File: config.mk
export PLATFORM = sky130hd
export DESIGN_NAME = dmem_arbiter
export DESIGN_NICKNAME = d
export VERILOG_FILES = /design/src/rtl/dmem_arbiter.sv
export SDC_FILE = /design/constraint.sdc
export NUM_CORES = 1
export LEC_CHECK = 0
export BUFFER_PORTS_ARGS = -buffer_cell sky130_fd_sc_hd__clkbuf_2
export CORE_MARGIN = 2
export CORE_UTILIZATION = 51
export DETAILED_ROUTE_END_ITERATION = 12
export GPL_TIMING_DRIVEN = 1
export PLACE_DENSITY = 0.82
export SLEW_MARGIN = 20
export SYNTH_ARGS = -nofsm -noshare
export SYNTH_HDL_FRONTEND = slang
export SYNTH_SLANG_ARGS = --single-unit
File: constraint.sdc
create_clock -name clk -period 6.6 [get_ports clk]
set_clock_uncertainty 0.1 [all_clocks]
set_input_delay 0 -clock clk [delete_from_list [all_inputs] [get_ports clk]]
set_output_delay 0 -clock clk [all_outputs]
set_load 0.005 [all_outputs]
File: src/rtl/dmem_arbiter.sv
// Two-requester (core / loader) front end for the data memory: round-robin grant,
// legality check, and sequencing into single-cycle writes or registered reads.
module dmem_arbiter #(
    parameter int MEM_BYTES     = 21,
    parameter bit RR_RESET_CORE = 1'b1
) (
    input  logic        clk,
    input  logic        rst,
    input  logic        core_req_i,
    input  logic        core_we_i,
    input  logic [1:0]  core_sec_i,
    input  logic [31:0] core_addr_i,
    input  logic [31:0] core_wdata_i,
    output logic        core_gnt_o,
    output logic        core_rvalid_o,
    output logic        core_err_o,
    output logic [31:0] core_rdata_o,
    input  logic        ldr_req_i,
    input  logic        ldr_we_i,
    input  logic [1:0]  ldr_sec_i,
    input  logic [31:0] ldr_addr_i,
    input  logic [31:0] ldr_wdata_i,
    output logic        ldr_gnt_o,
    output logic        ldr_rvalid_o,
    output logic        ldr_err_o,
    output logic [31:0] ldr_rdata_o,
    output logic        mem_rw_o,
    output logic [1:0]  mem_sec_o,
    output logic [31:0] mem_addr_o,
    output logic [31:0] mem_wdata_o,
    input  logic [31:0] mem_rdata_i,
    output logic        busy_o,
    output logic [2:0]  dbg_state_o
);

    // Handshake: a requester holds req and its fields stable until it sees gnt (a
    // one-cycle pulse, IDLE only); exactly one rvalid pulse follows each gnt, with err
    // and rdata valid in that same cycle.
    typedef enum logic [2:0] {
        S_IDLE   = 3'd0,
        S_READ   = 3'd1,
        S_RDWAIT = 3'd2,
        S_WRITE  = 3'd3,
        S_RESP   = 3'd4
    } state_t;

    state_t      r_state;
    state_t      w_next;
    logic        r_owner_ldr;
    logic        r_err;
    logic        r_prio_core;
    logic [1:0]  r_sec;
    logic [31:0] r_addr;
    logic [31:0] r_wdata;
    logic [31:0] r_core_rdata;
    logic [31:0] r_ldr_rdata;

    logic        w_idle;
    logic        w_pick_core;
    logic        w_pick_ldr;
    logic        w_pick;
    logic        w_we;
    logic [1:0]  w_sec;
    logic [31:0] w_addr;
    logic [31:0] w_wdata;
    logic [32:0] w_nbytes;
    logic [32:0] w_last;
    logic        w_illegal;
    logic [31:0] w_load;

    assign w_idle      = (r_state == S_IDLE);
    // r_prio_core names the requester that wins the next tie (the one not granted last).
    assign w_pick_core = w_idle && core_req_i && (!ldr_req_i || r_prio_core);
    assign w_pick_ldr  = w_idle && ldr_req_i && (!core_req_i || !r_prio_core);
    assign w_pick      = w_pick_core || w_pick_ldr;

    assign w_we    = w_pick_ldr ? ldr_we_i    : core_we_i;
    assign w_sec   = w_pick_ldr ? ldr_sec_i   : core_sec_i;
    assign w_addr  = w_pick_ldr ? ldr_addr_i  : core_addr_i;
    assign w_wdata = w_pick_ldr ? ldr_wdata_i : core_wdata_i;

    // Range check in 33 bits so an address near 2^32 cannot wrap into range.
    always_comb begin
        w_nbytes  = 33'd1;
        w_illegal = 1'b0;
        case (w_sec)
            2'b01:   w_nbytes = 33'd2;
            2'b10:   w_nbytes = 33'd4;
            default: w_nbytes = 33'd1;
        endcase
        w_last = {1'b0, w_addr} + w_nbytes - 33'd1;
        if (w_sec == 2'b11) begin
            w_illegal = 1'b1;
        end else if ((w_sec == 2'b01) && w_addr[0]) begin
            w_illegal = 1'b1;
        end else if ((w_sec == 2'b10) && (w_addr[1:0] != 2'b00)) begin
            w_illegal = 1'b1;
        end else if (w_last > 33'(MEM_BYTES - 1)) begin
            w_illegal = 1'b1;
        end
    end

    always_ff @(posedge clk or posedge rst) begin
        if (rst) begin
            r_state <= S_IDLE;
        end else begin
            r_state <= w_next;
        end
    end

    always_comb begin
        w_next = r_state;
        case (r_state)
            S_IDLE: begin
                if (w_pick) begin
                    if (w_illegal) begin
                        w_next = S_RESP;
                    end else if (w_we) begin
                        w_next = S_WRITE;
                    end else begin
                        w_next = S_READ;
                    end
                end
            end
            S_READ:   w_next = S_RDWAIT;
            S_RDWAIT: w_next = S_RESP;
            S_WRITE:  w_next = S_RESP;
            S_RESP:   w_next = S_IDLE;
            default:  w_next = S_IDLE;
        endcase
    end

    // The memory writes whenever mem_rw_o is low, so only WRITE may lower it; the
    // registered request reaches the memory pins only in the states that use it.
    always_comb begin
        mem_rw_o    = 1'b1;
        mem_sec_o   = 2'b10;
        mem_addr_o  = 32'h0;
        mem_wdata_o = 32'h0;
        case (r_state)
            S_WRITE: begin
                mem_rw_o    = 1'b0;
                mem_sec_o   = r_sec;
                mem_addr_o  = r_addr;
                mem_wdata_o = r_wdata;
            end
            S_READ, S_RDWAIT: begin
                mem_sec_o  = r_sec;
                mem_addr_o = r_addr;
            end
            default: ;
        endcase
    end

    always_comb begin
        case (r_sec)
            2'b00:   w_load = {24'h0, mem_rdata_i[31:24]};
            2'b01:   w_load = {16'h0, mem_rdata_i[31:16]};
            default: w_load = mem_rdata_i;
        endcase
    end

    always_ff @(posedge clk or posedge rst) begin
        if (rst) begin
            r_owner_ldr  <= 1'b0;
            r_err        <= 1'b0;
            r_prio_core  <= RR_RESET_CORE;
            r_sec        <= 2'b10;
            r_addr       <= 32'h0;
            r_wdata      <= 32'h0;
            r_core_rdata <= 32'h0;
            r_ldr_rdata  <= 32'h0;
        end else begin
            if (w_pick) begin
                r_owner_ldr <= w_pick_ldr;
                r_err       <= w_illegal;
                r_prio_core <= w_pick_ldr;
                r_sec       <= w_sec;
                r_addr      <= w_addr;
                r_wdata     <= w_wdata;
            end
            // Load data lands in the owner's rdata register as RESP begins.
            if (r_state == S_RDWAIT) begin
                if (r_owner_ldr) begin
                    r_ldr_rdata <= w_load;
                end else begin
                    r_core_rdata <= w_load;
                end
            end
        end
    end

    assign core_gnt_o    = w_pick_core;
    assign ldr_gnt_o     = w_pick_ldr;
    assign core_rvalid_o = (r_state == S_RESP) && !r_owner_ldr;
    assign ldr_rvalid_o  = (r_state == S_RESP) && r_owner_ldr;
    assign core_err_o    = core_rvalid_o && r_err;
    assign ldr_err_o     = ldr_rvalid_o && r_err;
    assign core_rdata_o  = r_core_rdata;
    assign ldr_rdata_o   = r_ldr_rdata;
    assign busy_o        = !w_idle;
    assign dbg_state_o   = r_state;

endmodule

======== After elaboration in Yosys (flattened, before gate mapping) ========
Index checks and enable logic that the tools add are counted.
storage, ports and cells
  bits in registers ....................... 136
  bits of input ports ..................... 170
  output and inout port bits .............. 141
  logic and storage cells ................. 65
cells by class
  $add $sub $neg .......................... 2
  $lt $le $gt $ge ......................... 1
  equal/unequal tests ..................... 9
  mux-type cells .......................... 18
  bitwise operators ....................... 1
  reduce and logical (&&, ||, !) cells .... 25
operator list
  operator                 number
  $mux W32                 4
  $pmux W32 S2             1
  $add A32 B33 Y33         1
  $gt A33 B5 Y1 const B    1
  $sub A33 B1 Y33 const B  1
  $logic_and A1 B1 Y1      10
  $pmux W3 S3              1
  $eq A3 B2 Y1 const B     2
  $mux W1                  6
  $mux W2                  3
  $mux W3                  2
  $pmux W3 S2              1
  $logic_not A1 Y1         5
  $eq A2 B1 Y1 const B     2
  $eq A2 B2 Y1 const B     2
  $reduce_and A2 Y1        2
  $eq A3 B1 Y1 const B     1
  $eq A3 B3 Y1 const B     1
  $logic_not A3 Y1         1
  $logic_or A1 B1 Y1       3
  $reduce_or A3 Y1         1
  $logic_not A2 Y1         1
  $ne A2 B1 Y1 const B     1
  $reduce_bool A2 Y1       1
  other kinds (2)          2

======== Depth between registers and ports, before layout ========
Gate-level depths: netlist of the first run.
  depth in word-level cells ............... 16
  gate-level depth with buffers ........... 21
  mapped depth without buffers ............ 20

======== Worst setup path before layout of the first run ========
No wires, ideal clock.
  path kind ............................... register to register
  start ................................... register r_prio_core
  end ..................................... register r_state[1], in the netlist dbg_state_o[1]
  setup time .............................. 104 ps
  arrival time ............................ 4581 ps
  data required time ...................... 6396 ps
  slack ................................... 1816 ps
  stages on the path, launching flop included .. 22
  path buffers ............................ 1
  clock period less this slack ............ 4784 ps
  cell sequence ........................... dfstp_2 a21boi_1 nand2_2 buf_1 mux2i_1 inv_1 ha_1 inv_1 ha_1 inv_1 ha_1 fa_1 a21oi_1 o21bai_1 a21oi_1 or4_1 nor4_1 nand4_1 a2111o_1 nor4_2 nand4_1 o41ai_2
on the way
  word-level cells in the longest chain between the ends .. 16
  elaborated cells on any way between the ends .. 28
  those cells by class .................... add/sub (2); order compare (1); eq/ne (4); mux (12); reduce/logical (9)
ends and longest elaborated chain
  what                                          RTL line    RTL
  from (decl)                                   51          logic r_prio_core;
  from (signal assigned)                        177         r_prio_core <= w_pick_ldr;
  $logic_not A1 Y1 (*)                          74          assign w_pick_ldr = w_idle && ldr_req_i && (!core_req_i || !r_prio_core);
  $logic_or A1 B1 Y1 (*)                        74
  $logic_and A1 B1 Y1 (*)                       74
  $mux W2 (*)                                   78          assign w_sec = w_pick_ldr ? ldr_sec_i : core_sec_i;
  via w_sec[1]                                  63          logic [1:0] w_sec;
  $eq A2 B2 Y1 or $eq A2 B1 Y1 (tied branches)  86, 96, 94
  $pmux W3 S2                                   86          case (w_sec)
  $add A32 B33 Y33                              91          w_last = {1'b0, w_addr} + w_nbytes - 33'd1;
  $sub A33 B1 Y33                               91
  $gt A33 B5 Y1                                 98          end else if (w_last > 33'(MEM_BYTES - 1)) begin
  $mux W1                                       98
  $mux W1                                       96          end else if ((w_sec == 2'b10) && (w_addr[1:0] != 2'b00)) begin
  $mux W1                                       94          end else if ((w_sec == 2'b01) && w_addr[0]) begin
  $mux W1 (*)                                   92          if (w_sec == 2'b11) begin
  $mux W3 (*)                                   116         if (w_illegal) begin
  $mux W3 (*)                                   115         if (w_pick) begin
  $pmux W3 S3 (*)                               113         case (r_state)
  to (signal assigned)                          107         r_state <= w_next;
  to (decl)                                     47          state_t r_state;
The timed path passes the listed nets; every way through them passes the cells marked *. The select of a mux whose other input is x is not followed.
A chain may end at the register's enable or synchronous reset.

======== Worst setup path after layout of the first run ========
  start ................................... register r_prio_core
  end ..................................... register r_state[1], in the netlist dbg_state_o[1]
on the way
  word-level cells in the longest chain between the ends .. 16
  elaborated cells on any way between the ends .. 28
  those cells by class .................... add/sub (2); order compare (1); eq/ne (4); mux (12); reduce/logical (9)
ends and longest elaborated chain
  what                                          RTL line
  $logic_not A1 Y1                              74
  $logic_or A1 B1 Y1                            74
  $logic_and A1 B1 Y1                           74
  $mux W2                                       78
  $eq A2 B2 Y1 or $eq A2 B1 Y1 (tied branches)  86, 96, 94
  $pmux W3 S2                                   86
  $add A32 B33 Y33                              91
  $sub A33 B1 Y33                               91
  $gt A33 B5 Y1                                 98
  $mux W1                                       98
  $mux W1                                       96
  $mux W1                                       94
  $mux W1                                       92
  $mux W3                                       116
  $mux W3                                       115
  $pmux W3 S3                                   113
Parallel ways exist; a longest one is shown, timed or not. The select of a mux whose other input is x is not followed.

==> run summary, run 1 <==
By area, the combinational part of the netlist is dominated by simple AND/OR/NAND/NOR gates. Once placement completed, the tool counted placed cells totaling 1525. The critical path contains buffers and inverters numbering 4 combined. Dividing the final minimum period by the clock period gives 87.2%. The post-synthesis simple-gate area fraction came out at 22.6%. The logs give 0.0611 ns for the worst hold slack and 0.42 ns for the insertion delay to the later sink of the worst-skew pair. Across the VDD grid, the largest voltage drop is 0.258 mV. The area share of the largest cell type after synthesis is 39.3%, and the clock-pin slew of the registers on the worst-case setup and hold paths is 0.07 ns. The total overflow reported by the global router came out at 0. The count of nets left with antenna violations once routing finished came out at 0. For this run, asynchronously set or reset flops after synthesis account for 100%.

Data arrives at the worst endpoint at 5.97 ns. The most common cell in the synthesized netlist is sky130_fd_sc_hd__nand2_1. Compared with the post-synthesis result, the final layout area differs by 46.2%. The tools report the final-report hold violation count as 0. The leakage power figure was 0.00639 uW; the number of vias in the routed layout was 9889.

The run gives 4180 uW as the total power of the final layout. CTS built an H-tree with a depth of 4. Setup violations remaining at the end of the flow were counted as 0.

The first TritonRoute pass finished after 6 iterations. In this design, the critical path's most frequently occurring cell is sky130_fd_sc_hd__nand4_1. In this run, synthesis inferred 0 flip-flops with an integrated enable. Final design area excluding fillers: 12500 um2. The flow ran to the end, and the final reports show no timing, DRC or antenna violations. Worst hold-check path type: in -> reg. The number of buffers inserted during clock tree synthesis came out at 17. After detailed routing, the number of remaining DRC violations is 0. The startpoint type of the worst setup path was a register. The proportion of layout cells with a drive suffix above 1 was 24.2%; the number of global-route vias before repair was 9938. The run gives 39.9% as the sequential share of the synthesized area. The transition time at the pin with the least slew margin is 1.04 ns, and the maximum fanout along the worst path is 46. For this design the ratio of total power to cell area is 335 nW/um2. The synthesized netlist devotes 19.0% of its cell area to compound gates. The number of max-cap violations is 0.

The most used flip-flop cell after synthesis is sky130_fd_sc_hd__dfrtp_1. No sink is reached through more buffers than the 2 on the longest clock path. The endpoint kind of the worst setup timing path was a register. TritonCTS built the clock tree. For the row count, the log shows 47. The tools report the initial antenna violation count as 0.

Summed over all layers, the routed wires come to 32.5 mm. For the area of placed instances, the log shows 10200 um2. The count of buffers from port buffering is 310, and the die outline width is 133 um.

After detailed routing, the average wire length per cell comes to 18.9 um. Setup repair after global routing left no endpoint under its margin. The count of fill cells added during filler insertion was 1073. At the end of routability-driven placement, the weighted congestion stood at 0.951.

The finished layout holds 1725 standard cells, fillers aside. After the last flow step, the layout net total stands at 1701. Entering global routing, the biggest net connects 70 pins.

After synthesis, the netlist uses 62 different library cells. The synthesized design contains 136 register bits. The logs give 311 for the number of primary I/O pins and 36.6% for the overall routing resource usage. The first global-routing pass estimated 51.7 mm of wire. The first routing iteration left 888 violations. Walking the worst path, the cells encountered are a21boi_1 -> nand2_4 -> buf_4 -> mux2_4 -> dlygate4sd3_1 -> inv_1 -> ha_1 -> inv_1 -> ha_1 -> fa_1 -> a21oi_1 -> o21bai_1 -> mux2i_1 -> nand4_1 -> nor4_1 -> nand4_1 -> a2111o_1 -> nor4_2 -> nand4_1 -> o41ai_2.

Summing the areas of all xor and xnor instances in the mapped netlist gives 1.33% of the synthesized area. The run gives 0 as the max-slew violation total from the final report. Static timing analysis puts the maximum clock frequency at 0.174 GHz. Ranked by total cell area, the synthesized netlist is headed by sky130_fd_sc_hd__dfrtp_1, sky130_fd_sc_hd__nand2_1, sky130_fd_sc_hd__ha_1.

Synthesis produced 1053 cells. For the finished layout, the period the worst path requires is 5.75 ns. The number of warning messages in the yosys log is 0, and the diode insertion count for antenna repair is 0. Clock tree synthesis selected as its root buffer the cell sky130_fd_sc_hd__clkbuf_16.

The synthesized netlist devotes 5.80% of its cell area to adder and majority cells. The fraction of synthesized area in multiplexers works out to 5.83%. The slowest stage of the critical path is the sky130_fd_sc_hd__dlygate4sd3_1 cell. Worst max-slew margin expressed relative to the limit: 29.9%. The run gives 17800 um2 as the full die area.

The average size of a mapped cell is 8.11 um2. The kind of cell with the highest combined delay along the critical path is buffers and inverters. Dividing the detail-routed via count by the number of cells gives 5.73. For this run, the slowest stage of the critical path takes 0.57 ns. The classification of the worst setup path is reg -> reg. The biggest area contributor in the post-synthesis netlist is sky130_fd_sc_hd__dfrtp_1.

The floorplan step defined a core boundary enclosing 16500 um2. For this configuration, the core starts out at a cell density of 51.8%. The clock drives 136 sinks. The run gives 6.82 ns as the critical path data required time. The HPWL after detailed placement is 19.0 mm. The logs give 0 for the post-CTS setup repair buffer count and 1262 for the number of nets in the synthesized netlist. The cell area that synthesis handed to floorplanning was 8540 um2. Measured along the y axis, the die boundary spans 133 um.

Setup total negative slack on the finished layout was measured at 0 ns. Ranked by instance count, the synthesized netlist is headed by sky130_fd_sc_hd__nand2_1, sky130_fd_sc_hd__dfrtp_1, sky130_fd_sc_hd__nor2_1.
-- cells in the final DEF, fill, tap and decap left out, types with 4 or more instances in the layout --
cell type,count
sky130_fd_sc_hd__clkbuf_2,310
sky130_fd_sc_hd__nand2_1,170
sky130_fd_sc_hd__dlygate4sd3_1,168
sky130_fd_sc_hd__dfrtp_1,134
sky130_fd_sc_hd__nor2_1,107
sky130_fd_sc_hd__o21ai_0,81
sky130_fd_sc_hd__a21oi_1,80
sky130_fd_sc_hd__and2_1,68
sky130_fd_sc_hd__inv_1,55
sky130_fd_sc_hd__mux2i_1,46
sky130_fd_sc_hd__ha_1,38
sky130_fd_sc_hd__a31oi_1,36
sky130_fd_sc_hd__clkbuf_16,17
sky130_fd_sc_hd__nand4_1,14
sky130_fd_sc_hd__nand3_1,10
sky130_fd_sc_hd__o21ai_1,10
sky130_fd_sc_hd__a22oi_1,10
sky130_fd_sc_hd__and3_1,9
sky130_fd_sc_hd__a211oi_1,9
sky130_fd_sc_hd__xor2_1,9
sky130_fd_sc_hd__a21o_1,8
sky130_fd_sc_hd__inv_6,8
sky130_fd_sc_hd__nor3_1,7
sky130_fd_sc_hd__buf_4,7
sky130_fd_sc_hd__o21bai_1,6
sky130_fd_sc_hd__nand2b_1,5
sky130_fd_sc_hd__o211ai_1,5
sky130_fd_sc_hd__a41oi_1,5
sky130_fd_sc_hd__or3_1,5
sky130_fd_sc_hd__a211o_1,4
sky130_fd_sc_hd__xnor2_1,4
-- logic make-up (layout without fill, tap and decap cells) --
| family | count (synthesis) | count (layout) |
|---|---|---|
| AND/OR/NAND/NOR | 419 | 419 |
| AO/OA/AOI/OAI | 274 | 274 |
| XOR/XNOR | 13 | 13 |
| multiplexers | 48 | 48 |
| adder cells (fa/ha/maj) | 39 | 39 |
| flip-flops | 136 | 136 |
| buffers and inverters | 124 | 576 |
-- metal layers --
layer  vias to the layer above  global-route usage, %  routed length [um]
li1                       4510                      -                   -
met1                      4591                   41.3               11700
met2                       623                   61.2               15800
met3                       165                   9.78                2830
met4                         0                   24.2                2290
met5                         -                      0                   0
-- sequential cells by signal, summed over array words and instances, names as in the netlist --
| register | count |
|---|---|
| core_rdata_o | 32 |
| ldr_rdata_o | 32 |
| r_addr | 32 |
| r_wdata | 32 |
| dbg_state_o | 3 |
| r_sec | 2 |
| r_err | 1 |
| r_owner_ldr | 1 |
| r_prio_core | 1 |
-- layout make-up --
| class | instances | area (um2) | share of cell area (%) |
|---|---|---|---|
| clock inverters | 15 | 183 | 1.46 |
| well taps | 220 | 275 | 2.21 |
| multi-input cells | 793 | 4680 | 37.5 |
| clock buffers | 17 | 425 | 3.41 |
| flip-flops and latches | 136 | 3410 | 27.3 |
| repair buffers | 485 | 3290 | 26.3 |
| inverters | 59 | 226 | 1.81 |
-- worst min-delay path, delay by kind of cell --
| kind | cells | cell delay (ns) |
|---|---|---|
| AND/OR/NAND/NOR | 3 | 0.22 |
| buffers and inverters | 2 | 0.35 |
-- power breakdown --
| part | switching (uW) | internal, uW |
|---|---|---|
| Combinational | 1090 | 850 |
| Sequential | 183 | 1060 |
| Clock | 429 | 573 |
| Total | 1700 | 2480 |
-- final timing paths --
path                                         start                     endpoint  slack, ns  cells past startpoint
max in group asynchronous                      rst  ldr_rdata_o[29]$_DFFE_PP0P_       4.95                      4
min in group asynchronous                      rst       r_wdata[6]$_DFFE_PP0P_       0.13                      3
min reg2reg                r_prio_core$_DFFE_PP1P_      r_prio_core$_DFFE_PP1P_       0.36                      2
max                        r_prio_core$_DFFE_PP1P_   dbg_state_o[1]$_DFFE_PP0P_       0.85                     20
max reg2reg                r_prio_core$_DFFE_PP1P_   dbg_state_o[1]$_DFFE_PP0P_       0.85                     20
min                                     core_req_i      r_prio_core$_DFFE_PP1P_       0.06                      5
-- what timing repair did --
item,CTS,global route
hold buffers,168,0
resized for setup,0,0
endpoints found under the hold margin,198,0
endpoints found under the setup margin,0,0
-- through the flow --
stage	worst slack [ns]	utilization, %
after floorplan	1.82	-
after global placement	1.71	61.9
after detailed placement	1.51	61.9
after CTS	0.970	75.8
after global routing	0.503	75.8
final	0.845	75.8
(Power assumes the default switching activity.)
==> run 2, diff against run 1 <==
--- a/config.mk
+++ b/config.mk
@@ -6,11 +6,11 @@
 export NUM_CORES = 1
 export LEC_CHECK = 0
 export BUFFER_PORTS_ARGS = -buffer_cell sky130_fd_sc_hd__clkbuf_2
+export CORE_ASPECT_RATIO = 0.9
 export CORE_MARGIN = 2
-export CORE_UTILIZATION = 51
+export CORE_UTILIZATION = 30
 export DETAILED_ROUTE_END_ITERATION = 12
 export GPL_TIMING_DRIVEN = 1
-export PLACE_DENSITY = 0.82
 export SLEW_MARGIN = 20
 export SYNTH_ARGS = -nofsm -noshare
 export SYNTH_HDL_FRONTEND = slang
==> run 2 against run 1 <==
Sequential power about the same. Die area rose by 68%. Wire length decreased by 9.8%. Clock power barely moved. Non-clock buffer count decreased by 3. Largest cell class unchanged.
==> run summary, run 2 (synthesized netlist as in run 1, its figures left out) <==
The final period demand of the worst path is 5.82 ns (+0.0678 ns), and the first-pass detailed-route iteration total is 5 (-1). The slowest library cell on the worst path is sky130_fd_sc_hd__dlygate4sd3_1. The maximum number of pins on one net before global-route repair is 76 (+8.6%), and the delay of the slowest cell on the worst path is 0.56 ns (about the same). The count of buffer and inverter cells on the critical path came out at 4 (unchanged).

The logs give 0 (unchanged) for the max-slew violation total from the final report and 0.929 (-2.3%) for the weighted congestion at the end of routability-driven global placement. The full die area was 29800 um2 (+68%); the count of unresolved DRC violations after routing was 0 (unchanged). The run gives 9160 (-7.4%) as the number of vias in the routed layout. The number of vias per cell after detailed routing works out to 4.91 (-14%).

Walking the worst path, the cells encountered are a21boi_1 -> nand2_4 -> buf_4 -> mux2_4 -> dlygate4sd3_1 -> inv_1 -> ha_1 -> inv_1 -> ha_1 -> fa_1 -> a211oi_1 -> o21ai_1 -> a41oi_1 -> o21ai_1 -> a41oi_1 -> o211ai_1 -> xor2_1 -> nor3_1 -> nand4_1 -> o41ai_2. Y dimension of the die: 164 um (+23%). Setup slack of the most critical reg-to-reg path: 0.78 ns (-0.07 ns). The logs give 466 (-48%) for the first-iteration detailed-routing DRC count and 17 (unchanged) for the number of buffers inserted during clock tree synthesis. The count of final setup violators was 0 (unchanged); the data arrival at the endpoint of the critical path was 6.04 ns (+0.07 ns). For the overall routing resource usage, the log shows 19.3% (-17 points). TritonCTS built the clock tree. The routed length per placed instance was 15.7 um (-16%); the minimum setup slack after placement was 1.32 ns (-0.198 ns). The run finished with clean final reports. The deepest clock path buffer count is 2 (unchanged). The run gives 30.6% (-21 points) as the initial standard-cell utilization of the core.

The tree is rooted in a sky130_fd_sc_hd__clkbuf_16. The number of clock sinks came out at 136 (unchanged). The post-route clock period utilization works out to 88.2% (+1.0 points). Setup repair after global routing left no endpoint under its margin. The die outline width came out at 182 um (+36%).

The largest delay contributor family on the critical path was compound AO/OA/AOI/OAI gates. Placeable core region: 27900 um2 (+70%). The startpoint type of the worst setup path is a register. The tools report the insertion delay to the later sink of the worst-skew pair as 0.42 ns (about the same). Proportion of layout cells with a drive suffix above 1: 24.2% (+0.048 points). The row count came out at 58 (+23%). The total power of the final layout came out at 4090 uW (-2.2%). The worst max-slew margin expressed relative to the limit is 28.2% (-1.7 points). Final-report hold violation count: 0 (unchanged).

For the post-route antenna net violation count, the log shows 0 (unchanged). The min-delay analysis places its worst path in the category in -> reg. The tools report the total detailed-routing wirelength as 29.4 mm (-9.8%). The HPWL after detailed placement came out at 20.3 mm (+7.1%). The run gives 0 ns (unchanged) as the setup TNS. For the maximum operating frequency, the log shows 0.172 GHz (-1.2%). The logs give 0.0334 ns (-0.0277 ns) for the worst hold slack and 0 (unchanged) for the total overflow reported by the global router.

The library cell used most frequently in the layout, excluding fill and tap cells, is sky130_fd_sc_hd__clkbuf_2. Wire length of the first global-routing pass: 45.9 mm (-11%). The endpoint kind of the worst setup timing path is a register.

The worst ir drop on vdd is 0.179 mV (-31%). The count of buffers from port buffering was 310 (unchanged); the maximum fanout along the worst path was 45 (-2.2%). Number of global-route vias before repair: 8914 (-10%).

The worst setup path is of the reg -> reg kind. The number of max-cap violations is 0 (unchanged). The transition time at the pin with the least slew margin came out at 1.07 ns (+0.0260 ns).

For the leakage power figure, the log shows 0.00638 uW (-0.18%). The library cells used most frequently in the layout, excluding fill and tap cells, are sky130_fd_sc_hd__clkbuf_2, sky130_fd_sc_hd__nand2_1, sky130_fd_sc_hd__dlygate4sd3_1. The clock-pin slew of the registers on the worst-case setup and hold paths was 0.07 ns (about the same); the power density over the cells was 324 nW/um2 (-3.3%). The number of levels the H-tree was split into was 4 (unchanged). The run gives 6.82 ns (about the same) as the critical path data required time. The initial antenna violation count is 2 (+2), and the number of primary I/O pins is 311 (unchanged). The synthesis-to-layout area growth is 47.8%, and the minimum setup slack in the final design is 0.777 ns (-0.0678 ns). The final layout net count was 1698 (-0.18%); the post-layout utilization of the core was 45.2% (-31 points).
==> run 2: layer usage <==
| layer | track usage [%] | up-vias | wire length (um) | share of wire, % |
|---|---|---|---|---|
| met5 | 0 | - | 0 | 0 |
| met4 | 6.76 | 0 | 752 | 2.6 |
| met3 | 3.86 | 40 | 1610 | 5.5 |
| met2 | 33.8 | 320 | 14100 | 48 |
| met1 | 23.8 | 4289 | 12900 | 44 |
| li1 | - | 4511 | - | - |
==> run 2: timing repair <==
item | CTS | global route
hold buffers | 165 | 0
hold endpoints to repair | 191 | 0
setup buffers | 0 | 0
resized for setup | 0 | 0
==> run 2: path summary, 6_finish.rpt <==
kind	startpoint	end	cells past startpoint
max in group asynchronous	rst	core_rdata_o[25]$_DFFE_PP0P_	4
max reg2reg	r_prio_core$_DFFE_PP1P_	dbg_state_o[1]$_DFFE_PP0P_	20
min	ldr_addr_i[31]	r_addr[31]$_DFFE_PP0P_	3
min reg2reg	r_prio_core$_DFFE_PP1P_	r_prio_core$_DFFE_PP1P_	2
max	r_prio_core$_DFFE_PP1P_	dbg_state_o[1]$_DFFE_PP0P_	20
min in group asynchronous	rst	r_wdata[26]$_DFFE_PP0P_	3
==> run 2: tightest hold or removal path, cell delays in order <==
cell                       delay, ns
sky130_fd_sc_hd__clkbuf_2       0.08
sky130_fd_sc_hd__mux2i_1        0.22
sky130_fd_sc_hd__a21oi_1        0.21
==> run 2: power breakdown <==
group,internal [uW],total [uW],switching (uW)
sequential,1050,1220,167
clock,544,1000,456
combinational,841,1870,1030
==> run 2: through the flow <==
step	area, um2	cells
2_1_floorplan	8540	1053
3_3_place_gp	10400	1665
3_5_place_dp	10400	1665
4_1_cts	12600	1862
5_1_grt	12600	1864
6_report	12600	1864
==> run 2: layout make-up <==
class	count	area (um2)
well taps	360	450
flip-flops and latches	136	3410
repair buffers	482	3260
multi-input cells	793	4680
clock inverters	15	173
fillers	2779	15300
inverters	59	226
diodes	2	5.00
clock buffers	17	425
==> run 3, diff against run 2 <==
--- a/config.mk
+++ b/config.mk
@@ -5,6 +5,7 @@
 export SDC_FILE = /design/constraint.sdc
 export NUM_CORES = 1
 export LEC_CHECK = 0
+export ABC_AREA = 1
 export BUFFER_PORTS_ARGS = -buffer_cell sky130_fd_sc_hd__clkbuf_2
 export CORE_ASPECT_RATIO = 0.9
 export CORE_MARGIN = 2
==> run 3 against run 2 <==
Sequential share of layout area shrank 1.2 points. Via count grew 15%. Clock-buffer cell count grew 1. Clock power is essentially flat. Fmax grew 14%.
==> run summary, run 3 <==
Sorting the synthesized cells by area gives the leading types as sky130_fd_sc_hd__dfrtp_1, sky130_fd_sc_hd__nand2_1, sky130_fd_sc_hd__inv_1. Area share of the largest cell type after synthesis: 36.5% (-2.8 points). The final layout net count was 2056 (+21%). The count of fill cells added during filler insertion came out at 3115 (+12%).

In this run the most critical hold path is launched from core_addr_i[6]. Setup repair after global routing left no endpoint under its margin. The cell depth of the worst min-delay path works out to 4 (+1). Area of the mapped netlist: 9180 um2 (+7.5%). The deepest clock path buffer count is 2 (unchanged), and the weighted congestion at the end of routability-driven global placement is 0.959 (+3.2%). Number of cells in the finished layout apart from fillers: 2263 (+21%). The maximum fanout along the worst path was 11 (-76%); the post-synthesis register bit count was 136 (unchanged). In this run the clock root is driven by a sky130_fd_sc_hd__clkbuf_16. Of all cell types, the one taking the most synthesized area is sky130_fd_sc_hd__dfrtp_1. In the layout the commonest cells are sky130_fd_sc_hd__nand2_1, sky130_fd_sc_hd__clkbuf_2, sky130_fd_sc_hd__inv_1.

The number of vias per cell after detailed routing is 4.67 (-4.9%), and the number of vias in the routed layout is 10600 (+15%). The number of global-route vias before repair came out at 10300 (+16%). The logs give 2076 (+25%) for the count of placed standard cells including taps and 0 (unchanged) for the final-report hold violation count. For the data arrival at the endpoint of the critical path, the log shows 5.29 ns (-0.75 ns).

The detailed router used layers up to and including met4. The power density over the cells came out at 348 nW/um2 (+7.4%). The average size of a mapped cell was 6.52 um2 (-20%). For the initial standard-cell utilization of the core, the log shows 30.6% (about the same). Row count: 60 (+3.4%). Capture point of the worst reg-to-reg path: r_err$_DFFE_PP0P_. The transition time at the pin with the least slew margin is 1.05 ns (-0.0219 ns), and the count of final setup violators is 0 (unchanged).

The y dimension of the die works out to 170 um (+3.6%). Cell repeated most along the worst path: sky130_fd_sc_hd__nand2_1. The logs give 1616 (+28%) for the number of nets in the synthesized netlist and 0.00730 uW (+15%) for the leakage power figure. Library cell with the highest instance count after synthesis: sky130_fd_sc_hd__nand2_1. The worst max-slew margin expressed relative to the limit is 29.6% (+1.5 points), and the first-iteration detailed-routing DRC count is 600 (+29%). The count of unresolved DRC violations after routing was 0 (unchanged).

The routed length per placed instance is 14.7 um (-6.4%), and the post-route antenna net violation count is 0 (unchanged). The worst hold path terminates at r_addr[6]$_DFFE_PP0P_. The insertion delay to the later sink of the worst-skew pair was 0.43 ns (about the same). The maximum operating frequency is 0.196 GHz (+14%), and the clock-pin slew of the registers on the worst-case setup and hold paths is 0.06 ns (about the same). For the storage element area, the log shows 3410 um2 (unchanged). The run gives 0.196 mV (+9.3%) as the worst ir drop on vdd.

In the synthesized netlist, the cells that appear most often are sky130_fd_sc_hd__nand2_1, sky130_fd_sc_hd__inv_1, sky130_fd_sc_hd__nor2_1. The run gives 0 ns (unchanged) as the setup TNS. The placeable core region was 30000 um2 (+7.5%).

For the maximum number of pins on one net before global-route repair, the log shows 75 (-1.3%). The run finished with clean final reports. The HPWL after detailed placement was 24.1 mm (+18%); the number of buffers inserted during clock tree synthesis was 17 (unchanged).

For the number of different library cells in the post-synthesis netlist, the log shows 36 (-42%). The multi-input combinational cell area was 4660 um2 (-0.32%); the share of synthesized flip-flops with an asynchronous set or reset was 100% (unchanged). The count of buffer and inverter cells on the critical path was 4 (unchanged).

The tools report the startpoint type of the worst setup path as a register. The critical path data required time is 6.79 ns (-0.03 ns). The number of cells on the worst reg-to-reg path came out at 26 (+30%). The wire length of the first global-routing pass was 52.5 mm (+14%); the full die area was 32000 um2 (+7.4%). The startpoint identified for the worst register-to-register timing path is dbg_state_o[0]$_DFFE_PP0P_. The run gives 20.6% (+1.2 points) as the overall routing resource usage. The proportion of layout cells with a drive suffix above 1 is 21.5% (-2.7 points). The setup slack of the most critical reg-to-reg path came out at 1.50 ns (+0.73 ns). The final period demand of the worst path is 5.10 ns (-0.727 ns), and the delay of the slowest cell on the worst path is 0.63 ns (+0.07 ns). The number of max-cap violations came out at 0 (unchanged). The total detailed-routing wirelength was 33.4 mm (+14%).

TritonCTS built the clock tree. The post-CTS setup repair buffer count was 0 (unchanged). The run gives 4 (unchanged) as the number of levels the H-tree was split into. Endpoint kind of the worst setup timing path: a register.

The routed metal-1 wire length came out at 14.4 mm (+12%). The sequential share of the synthesized area is 37.1% (-2.8 points), and the count of buffers from port buffering is 310 (unchanged). Met3 wire length: 1.98 mm (+23%). The first-pass detailed-route iteration total is 5 (unchanged), and the die outline width is 188 um (+3.6%). The library cell used most frequently in the layout, excluding fill and tap cells, is sky130_fd_sc_hd__nand2_1. The post-route clock period utilization is 77.2% (-11 points). The classification of the worst setup path was reg -> reg.

The tools report the initial antenna violation count as 0 (-2). Broken down by cell family, the worst path's largest delay share belongs to simple AND/OR/NAND/NOR gates. The synthesis-to-layout area growth is 44.1%, and the number of warning messages in the yosys log is 0 (unchanged). The run gives 1407 (+34%) as the gate count after technology mapping. Slowest library cell on the worst path: sky130_fd_sc_hd__dlygate4sd3_1. In this run the worst hold path is classified as in -> reg. The detailed-routed wire length on met2 is 16.0 mm (+13%), and the max-slew violation total from the final report is 0 (unchanged). Number of primary I/O pins: 311 (unchanged). The number of flops mapped to enable cells by yosys came out at 0 (unchanged). The total overflow reported by the global router is 0 (unchanged). Among all flip-flop cells after synthesis, the most frequent one is sky130_fd_sc_hd__dfrtp_1. The number of clock sinks is 136 (unchanged).
[run 3: cell types whose count changed after synthesis, sizes merged, moves of 32 or more]
| cell | previous run | this run |
|---|---|---|
| nand3 | 10 | 62 |
| inv | 57 | 238 |
| nand2 | 173 | 414 |
| o22ai | 0 | 32 |
| mux2i | 46 | 1 |
| and2 | 68 | 2 |
| nor2 | 108 | 182 |
[run 3: layer usage]
metal / up-vias / GRT usage [%]
li1: 5252 / -
met1: 4876 / 25.7
met2: 378 / 35.4
met3: 67 / 3.59
met4: 0 / 8.05
met5: - / 0
[run 3: cell type report]
| cell class | instances | area share [%] |
|---|---|---|
| Clock inverter | 13 | 1.11 |
| Antenna cell | 1 | 0.0189 |
| Tap cell | 403 | 3.81 |
| Inverter | 242 | 6.91 |
| Sequential cell | 136 | 25.7 |
| Clock buffer | 18 | 3.24 |
| Timing Repair Buffer | 473 | 23.9 |
| Multi-Input combinational cell | 977 | 35.3 |
[run 3: worst max-delay path by stage]
| stage | slack [ns] | cells past startpoint | end | from |
|---|---|---|---|---|
| finish | 1.50 | 26 | r_err$_DFFE_PP0P_ | dbg_state_o[0]$_DFFE_PP0P_ |
| global route | 1.00 | 26 | r_err$_DFFE_PP0P_ | dbg_state_o[0]$_DFFE_PP0P_ |
| CTS | 1.50 | 26 | r_err$_DFFE_PP0P_ | dbg_state_o[0]$_DFFE_PP0P_ |
| detailed placement | 2.01 | 25 | r_err$_DFFE_PP0P_ | dbg_state_o[0]$_DFFE_PP0P_ |
| global placement | 2.20 | 25 | r_err$_DFFE_PP0P_ | dbg_state_o[0]$_DFFE_PP0P_ |
| floorplan | 2.86 | 1 | core_rdata_o[0]$_DFFE_PP0P_ | rst |
[run 3: cell families after synthesis]
kind of cell,synth area share (%)
compound gates,13.0
xor+xnor,0.191
simple gates,32.1
fa+ha+maj,5.40
mux,0.109
flops,37.1
buf+inv,12.2
[run 3: stage by stage]
step	total power, uW	hold slack, ns	cell area (um2)	worst slack, ns	util [%]
global placement	3330	0.0651	11100	2.20	37.0
finish	4600	0.00586	13200	1.50	44.1
global route	5040	0.0313	13200	1.00	44.0
floorplan	2740	0.0745	9180	2.86	-
detailed placement	3340	0.0679	11100	2.01	37.0
CTS	4620	0.000219	13200	1.50	44.0
[run 3: where the power goes]
group	switching (uW)	total (uW)	internal (uW)
clock	408	968	560
combinational	1490	2440	949
sequential	141	1200	1060
[run 3: repair_timing]
item / 4_1_cts / 5_1_grt
hold endpoints to repair: 202 / 0
gates resized for setup: 0 / 0
hold buffers: 155 / 0
[run 3: worst min-delay path, cell delays in order]
cell and delay, ns:
sky130_fd_sc_hd__clkbuf_2 0.07, sky130_fd_sc_hd__or2_2 0.08, sky130_fd_sc_hd__o21ai_0 0.14, sky130_fd_sc_hd__o21ai_0 0.20
